**src/rtl/ahb_lite_master.sv**
```systemverilog
// Command-to-AHB-Lite bridge: SINGLE transfers, plus INCR4 bursts when
// AHB_MASTER_INCR4_BURST_EN is defined. Pipelined address/data phases with ERROR abort.
module ahb_lite_master (
   input  logic         HCLK,
   input  logic         HRESET,
   input  logic         cmd_valid,
   output logic         cmd_ready,
   input  logic         cmd_write,
   input  logic         cmd_burst,
   input  logic [2:0]   cmd_size,
   input  logic [31:0]  cmd_addr,
   input  logic [127:0] cmd_wdata,
   output logic         rsp_valid,
   output logic [31:0]  rsp_rdata,
   output logic         rsp_err,
   output logic         rsp_last,
   output logic [31:0]  HADDR,
   output logic [1:0]   HTRANS,
   output logic         HWRITE,
   output logic [2:0]   HSIZE,
   output logic [2:0]   HBURST,
   output logic [3:0]   HPROT,
   output logic [31:0]  HWDATA,
   input  logic [31:0]  HRDATA,
   input  logic         HREADY,
   input  logic         HRESP
);

   localparam logic [2:0] StIdle  = 3'd0;
   localparam logic [2:0] StNseq  = 3'd1;
   localparam logic [2:0] StSeq   = 3'd2;
   localparam logic [2:0] StDrain = 3'd3;
   localparam logic [2:0] StErr   = 3'd4;

   localparam logic [1:0] TransIdle = 2'b00;
   localparam logic [1:0] TransNseq = 2'b10;
   localparam logic [1:0] TransSeq  = 2'b11;

   logic [2:0]   state_q, state_d;
   logic [31:0]  haddr_q, haddr_d;
   logic [1:0]   htrans_q, htrans_d;
   logic         hwrite_q, hwrite_d;
   logic [2:0]   hsize_q, hsize_d;
   logic [2:0]   hburst_q, hburst_d;
   logic [31:0]  hwdata_q, hwdata_d;
   logic [127:0] wdata_q, wdata_d;
   logic         burst_q, burst_d;
   logic [1:0]   abeat_q, abeat_d;
   logic [1:0]   dbeat_q, dbeat_d;
   logic         dph_q, dph_d;
   logic         rsp_valid_q, rsp_valid_d;
   logic [31:0]  rsp_rdata_q, rsp_rdata_d;
   logic         rsp_err_q, rsp_err_d;
   logic         rsp_last_q, rsp_last_d;

   logic         cmd_is_burst;
   logic         burst_bad;
   logic         cmd_bad;
   logic         ready_w;
   logic [1:0]   last_beat;

`ifdef AHB_MASTER_INCR4_BURST_EN
   assign cmd_is_burst = cmd_burst;
   // Misaligned start or a burst that would cross a 1KB boundary.
   assign burst_bad    = (cmd_addr[1:0] != 2'b00) || (cmd_addr[9:0] > 10'h3F0);
`else
   logic unused_burst;
   assign unused_burst = cmd_burst;
   assign cmd_is_burst = 1'b0;
   assign burst_bad    = 1'b0;
`endif

   assign cmd_bad   = cmd_is_burst ? burst_bad : (cmd_size > 3'd2);
   assign ready_w   = (state_q == StIdle) && !dph_q && !HRESET;
   assign last_beat = burst_q ? 2'd3 : 2'd0;

   always_comb begin
      state_d     = state_q;
      haddr_d     = haddr_q;
      htrans_d    = htrans_q;
      hwrite_d    = hwrite_q;
      hsize_d     = hsize_q;
      hburst_d    = hburst_q;
      hwdata_d    = hwdata_q;
      wdata_d     = wdata_q;
      burst_d     = burst_q;
      abeat_d     = abeat_q;
      dbeat_d     = dbeat_q;
      dph_d       = dph_q;
      rsp_valid_d = 1'b0;
      rsp_rdata_d = 32'h0;
      rsp_err_d   = 1'b0;
      rsp_last_d  = 1'b0;

      case (state_q)
         StIdle: begin
            if (cmd_valid && ready_w) begin
               if (cmd_bad) begin
                  rsp_valid_d = 1'b1;
                  rsp_err_d   = 1'b1;
                  rsp_last_d  = 1'b1;
               end else begin
                  state_d  = StNseq;
                  htrans_d = TransNseq;
                  haddr_d  = cmd_addr;
                  hwrite_d = cmd_write;
                  hsize_d  = cmd_is_burst ? 3'b010 : cmd_size;
                  hburst_d = cmd_is_burst ? 3'b011 : 3'b000;
                  burst_d  = cmd_is_burst;
                  wdata_d  = cmd_wdata;
                  abeat_d  = 2'd0;
               end
            end
         end

         StNseq, StSeq, StDrain: begin
            if (dph_q && HRESP && !HREADY) begin
               // First ERROR cycle: cancel everything still queued.
               state_d  = StErr;
               htrans_d = TransIdle;
            end else if (HREADY) begin
               if (dph_q) begin
                  rsp_valid_d = 1'b1;
                  rsp_err_d   = HRESP;
                  rsp_last_d  = HRESP || (dbeat_q == last_beat);
                  rsp_rdata_d = hwrite_q ? 32'h0 : HRDATA;
               end
               if (dph_q && HRESP) begin
                  state_d  = StIdle;
                  htrans_d = TransIdle;
                  dph_d    = 1'b0;
               end else if (state_q == StDrain) begin
                  state_d = StIdle;
                  dph_d   = 1'b0;
               end else begin
                  dph_d    = 1'b1;
                  dbeat_d  = abeat_q;
                  hwdata_d = wdata_q[{abeat_q, 5'd0} +: 32];
                  if (abeat_q == last_beat) begin
                     state_d  = StDrain;
                     htrans_d = TransIdle;
                  end else begin
                     state_d  = StSeq;
                     htrans_d = TransSeq;
                     haddr_d  = haddr_q + 32'd4;
                     abeat_d  = abeat_q + 2'd1;
                  end
               end
            end
         end

         StErr: begin
            if (HREADY) begin
               rsp_valid_d = 1'b1;
               rsp_err_d   = 1'b1;
               rsp_last_d  = 1'b1;
               rsp_rdata_d = hwrite_q ? 32'h0 : HRDATA;
               state_d     = StIdle;
               dph_d       = 1'b0;
            end
         end

         default: begin
            state_d  = StIdle;
            htrans_d = TransIdle;
            dph_d    = 1'b0;
         end
      endcase
   end

   always_ff @(posedge HCLK) begin
      if (HRESET) begin
         state_q     <= StIdle;
         haddr_q     <= 32'h0;
         htrans_q    <= TransIdle;
         hwrite_q    <= 1'b0;
         hsize_q     <= 3'b000;
         hburst_q    <= 3'b000;
         hwdata_q    <= 32'h0;
         wdata_q     <= 128'h0;
         burst_q     <= 1'b0;
         abeat_q     <= 2'd0;
         dbeat_q     <= 2'd0;
         dph_q       <= 1'b0;
         rsp_valid_q <= 1'b0;
         rsp_rdata_q <= 32'h0;
         rsp_err_q   <= 1'b0;
         rsp_last_q  <= 1'b0;
      end else begin
         state_q     <= state_d;
         haddr_q     <= haddr_d;
         htrans_q    <= htrans_d;
         hwrite_q    <= hwrite_d;
         hsize_q     <= hsize_d;
         hburst_q    <= hburst_d;
         hwdata_q    <= hwdata_d;
         wdata_q     <= wdata_d;
         burst_q     <= burst_d;
         abeat_q     <= abeat_d;
         dbeat_q     <= dbeat_d;
         dph_q       <= dph_d;
         rsp_valid_q <= rsp_valid_d;
         rsp_rdata_q <= rsp_rdata_d;
         rsp_err_q   <= rsp_err_d;
         rsp_last_q  <= rsp_last_d;
      end
   end

   assign cmd_ready = ready_w;
   assign rsp_valid = rsp_valid_q;
   assign rsp_rdata = rsp_rdata_q;
   assign rsp_err   = rsp_err_q;
   assign rsp_last  = rsp_last_q;
   assign HADDR     = haddr_q;
   assign HTRANS    = htrans_q;
   assign HWRITE    = hwrite_q;
   assign HSIZE     = hsize_q;
   assign HBURST    = hburst_q;
   assign HPROT     = 4'b0011;
   assign HWDATA    = hwdata_q;

endmodule

```
**config.mk**
```make
export PLATFORM = sky130hd
export DESIGN_NAME = ahb_lite_master
export DESIGN_NICKNAME = d
export VERILOG_FILES = /design/src/rtl/ahb_lite_master.sv
export SDC_FILE = /design/constraint.sdc
export NUM_CORES = 1
export LEC_CHECK = 0
export ABC_AREA = 1
export BUFFER_PORTS_ARGS = -buffer_cell sky130_fd_sc_hd__buf_2
export CORE_ASPECT_RATIO = 1.2
export CORE_UTILIZATION = 52
export DETAILED_ROUTE_END_ITERATION = 8
export PLACE_DENSITY = 0.78
export SYNTH_ARGS = -nofsm -noshare
export SYNTH_HDL_FRONTEND = slang
export SYNTH_SLANG_ARGS = --single-unit
```
**constraint.sdc**
```tcl
create_clock -name HCLK -period 2.9 [get_ports HCLK]
set_clock_uncertainty 0.05 [all_clocks]
set_input_delay 0.725 -clock HCLK [delete_from_list [all_inputs] [get_ports HCLK]]
set_output_delay 0.725 -clock HCLK [all_outputs]
set_load 0.02 [all_outputs]
```
==> out/qor.txt <==
reg2reg start: state_q[0]
Post-synth ARST share: 0
unrepaired setup endpoints after global routing: false
drt via density: 5.15
Syn Inst Count: 1,560
worst-path maximum fanout: 5
vias in the first global route: 9,662
Finished Cell Area: 13,000 um^2
CTS Hold Buffers Added: 0
CTS Sinks: 241
area grow syn2layout: 23.8%
Register Area: 4830 um^2
wire per inst: 13.9 um
Post-Synthesis Cell Area: 10,500 um^2
CTS H-tree depth: 1
Worst Tran Pin Value: 790 ps
clock buffer count from CTS: 24
Hold Crit Class: in2reg
Fin Hold WS: 386 ps
drt drc: 0
FP Rows: 56
final net count: 2,016
Worst Setup Start Kind: flop
Worst Path Arrival: 1580 ps
starting density of the core: 0.535
Reg-to-Reg End: wdata_q[124]
Top FF cell, synth: dfxtp_1
Setup violations, final: 0
routability cong.: 0.927
CP Capture Type: output port
first-pass GRT wire length: 45,700 um
area of the multi-input gates: 4850 um^2
core area: 19,700 um^2
Non-Filler Instances: 2,098
Mean Syn Cell Area: 6.75 um^2
Yosys cell types: 32
reg2reg path depth: 8
Fillers: 1,791
Worst-Skew Late Latency: 510 ps
post-CTS setup buffer count: 0
YS warnings: 0
Worst slew margin: 0.474
Req. time, crit path: 2120 ps
placed insts: 2,047
largest area contributor in the netlist: dfxtp_1
WHS Endpoint: rsp_rdata[22]
top post-synthesis cells by area: dfxtp_1 46%, nor2_1 13%, nand2_1 10%
Final Core Density: 0.663
antenna viol nets, final: 0
Hold Path Stages: 3
r2r setup slk: 810 ps
status: finished clean
grt ovf: 0
Worst VDD drop: 609 uV
most frequent cell after synthesis: nor2_1
cts repair resizes: 0
die area: 20,800 um^2
Clock Path Buffers: 3
CTS root buffer: clkbuf_16
1st-pass router iterations: 6
Die W: 132 um
largest net degree at the start of global routing: 127
FMAX: 425 MHz
chip height: 158 um
hold_sp: HRDATA[22]
post-synth top area share: 0.458
Synth top cells by count: 371 x nor2_1, 283 x nand2_1, 241 x dfxtp_1
via count: 10,800
flops & latches, synth: 241
max-cap viol count: 0
clock slew at the register clock pins of the worst setup and hold paths: 60 ps
Port Buf Inserts: 306
pwr dens: 826 nW/um^2
Slew Limit Fails: 0
DP HPWL: 19,700 um
Final Hold Violating Endpoints: 0
fin crit period: 2360 ps
Tcrit/Tclk final: 0.812
layout cells sized above 1: 0.209
sequential fraction of the synthesis area: 0.458
GRT Total Usage: 0.269
# IOs: 315
setup_tns: 0 ps
1st-iter DRT viols: 621
DP Area: 12,200 um^2
WL final: 29,100 um
initial antenna violation count: 10
P_leak: 5.74 nW
CTS tree: done
EDFF count, synth: 0
crit path kind: reg2out
[registers in the layout, summed over array words and instances (netlist names)]
register   count
HADDR         32
HSIZE          3
HTRANS         2
HWDATA        32
HWRITE         1
abeat_q        2
dbeat_q        2
dph_q          1
rsp_err        1
rsp_last       1
rsp_rdata     32
rsp_valid      1
state_q        3
wdata_q      128
[metal layers]
layer / global-route usage / share of wire / up-vias
met4: 0.105 / 0.028 / 8
met3: 0.0605 / 0.082 / 61
met5: 0 / 0.0018 / -
met1: 0.314 / 0.40 / 4851
met2: 0.480 / 0.49 / 391
li1: - / - / 5489
[critical path, cell delays in order, from the launching register on]
cell and delay, ps:
dfxtp_1 340, nor2_4 180, nand2_2 120, nor3_4 210, buf_2 210
[kinds of logic (layout without fill, tap and decap cells)]
kind of cell / count (synthesis) / count (layout) / synth area share
other: 2 / 15 / 0.000713
AO/OA/AOI/OAI: 394 / 394 / 0.188
buffers and inverters: 208 / 472 / 0.0852
flip-flops: 241 / 241 / 0.458
AND/OR/NAND/NOR: 711 / 711 / 0.264
XOR/XNOR: 2 / 2 / 0.00166
adder cells (fa/ha/maj): 2 / 2 / 0.00237
[worst max path at each step]
stage                              end  slack (ps)        start
after floorplan              HADDR[22]         870   abeat_q[0]
after global placement     wdata_q[15]         520  cmd_size[0]
after detailed placement  wdata_q[124]         380  cmd_size[0]
after CTS                    cmd_ready         510   state_q[0]
after global routing         cmd_ready         440   state_q[0]
final                        cmd_ready         540   state_q[0]
[layout make-up]
type	instances	area share
Antenna cell	8	0.00153
Inverter	101	0.0293
Multi-Input combinational cell	1116	0.372
Sequential cell	241	0.370
Timing Repair Buffer	328	0.137
Tap cell	261	0.0250
Clock buffer	34	0.0536
Clock inverter	9	0.0119
[through the flow]
| stage | worst slack [ps] | power [W] |
|---|---|---|
| 6_report | 545 | 0.0108 |
| 3_5_place_dp | 384 | 0.00749 |
| 2_1_floorplan | 872 | 0.00651 |
| 5_1_grt | 440 | 0.0114 |
| 4_1_cts | 514 | 0.0108 |
| 3_3_place_gp | 518 | 0.00742 |
[power by group]
| part | total [W] | leakage (nW) | switching [W] | internal (W) |
|---|---|---|---|---|
| clock | 0.00333 | 0.416 | 0.00129 | 0.00204 |
| combinational | 0.00337 | 3.37 | 0.00226 | 0.00111 |
| sequential | 0.00407 | 1.96 | 0.000340 | 0.00373 |
| total | 0.0108 | 5.74 | 0.00390 | 0.00688 |
[cell usage in the layout (no fill, tap or decap), types with 4 or more instances in the layout]
cell,n
nor2_1,371
buf_2,306
nand2_1,283
dfxtp_1,239
o21ai_0,206
a21oi_1,142
inv_1,98
o21ai_1,40
nand3_1,39
clkbuf_16,25
buf_4,15
diode_2,8
conb_1,7
buf_12,7
nor3_1,5
clkbuf_1,5
bufinv_16,4
clkbuf_8,4
(Power assumes the default switching activity.)
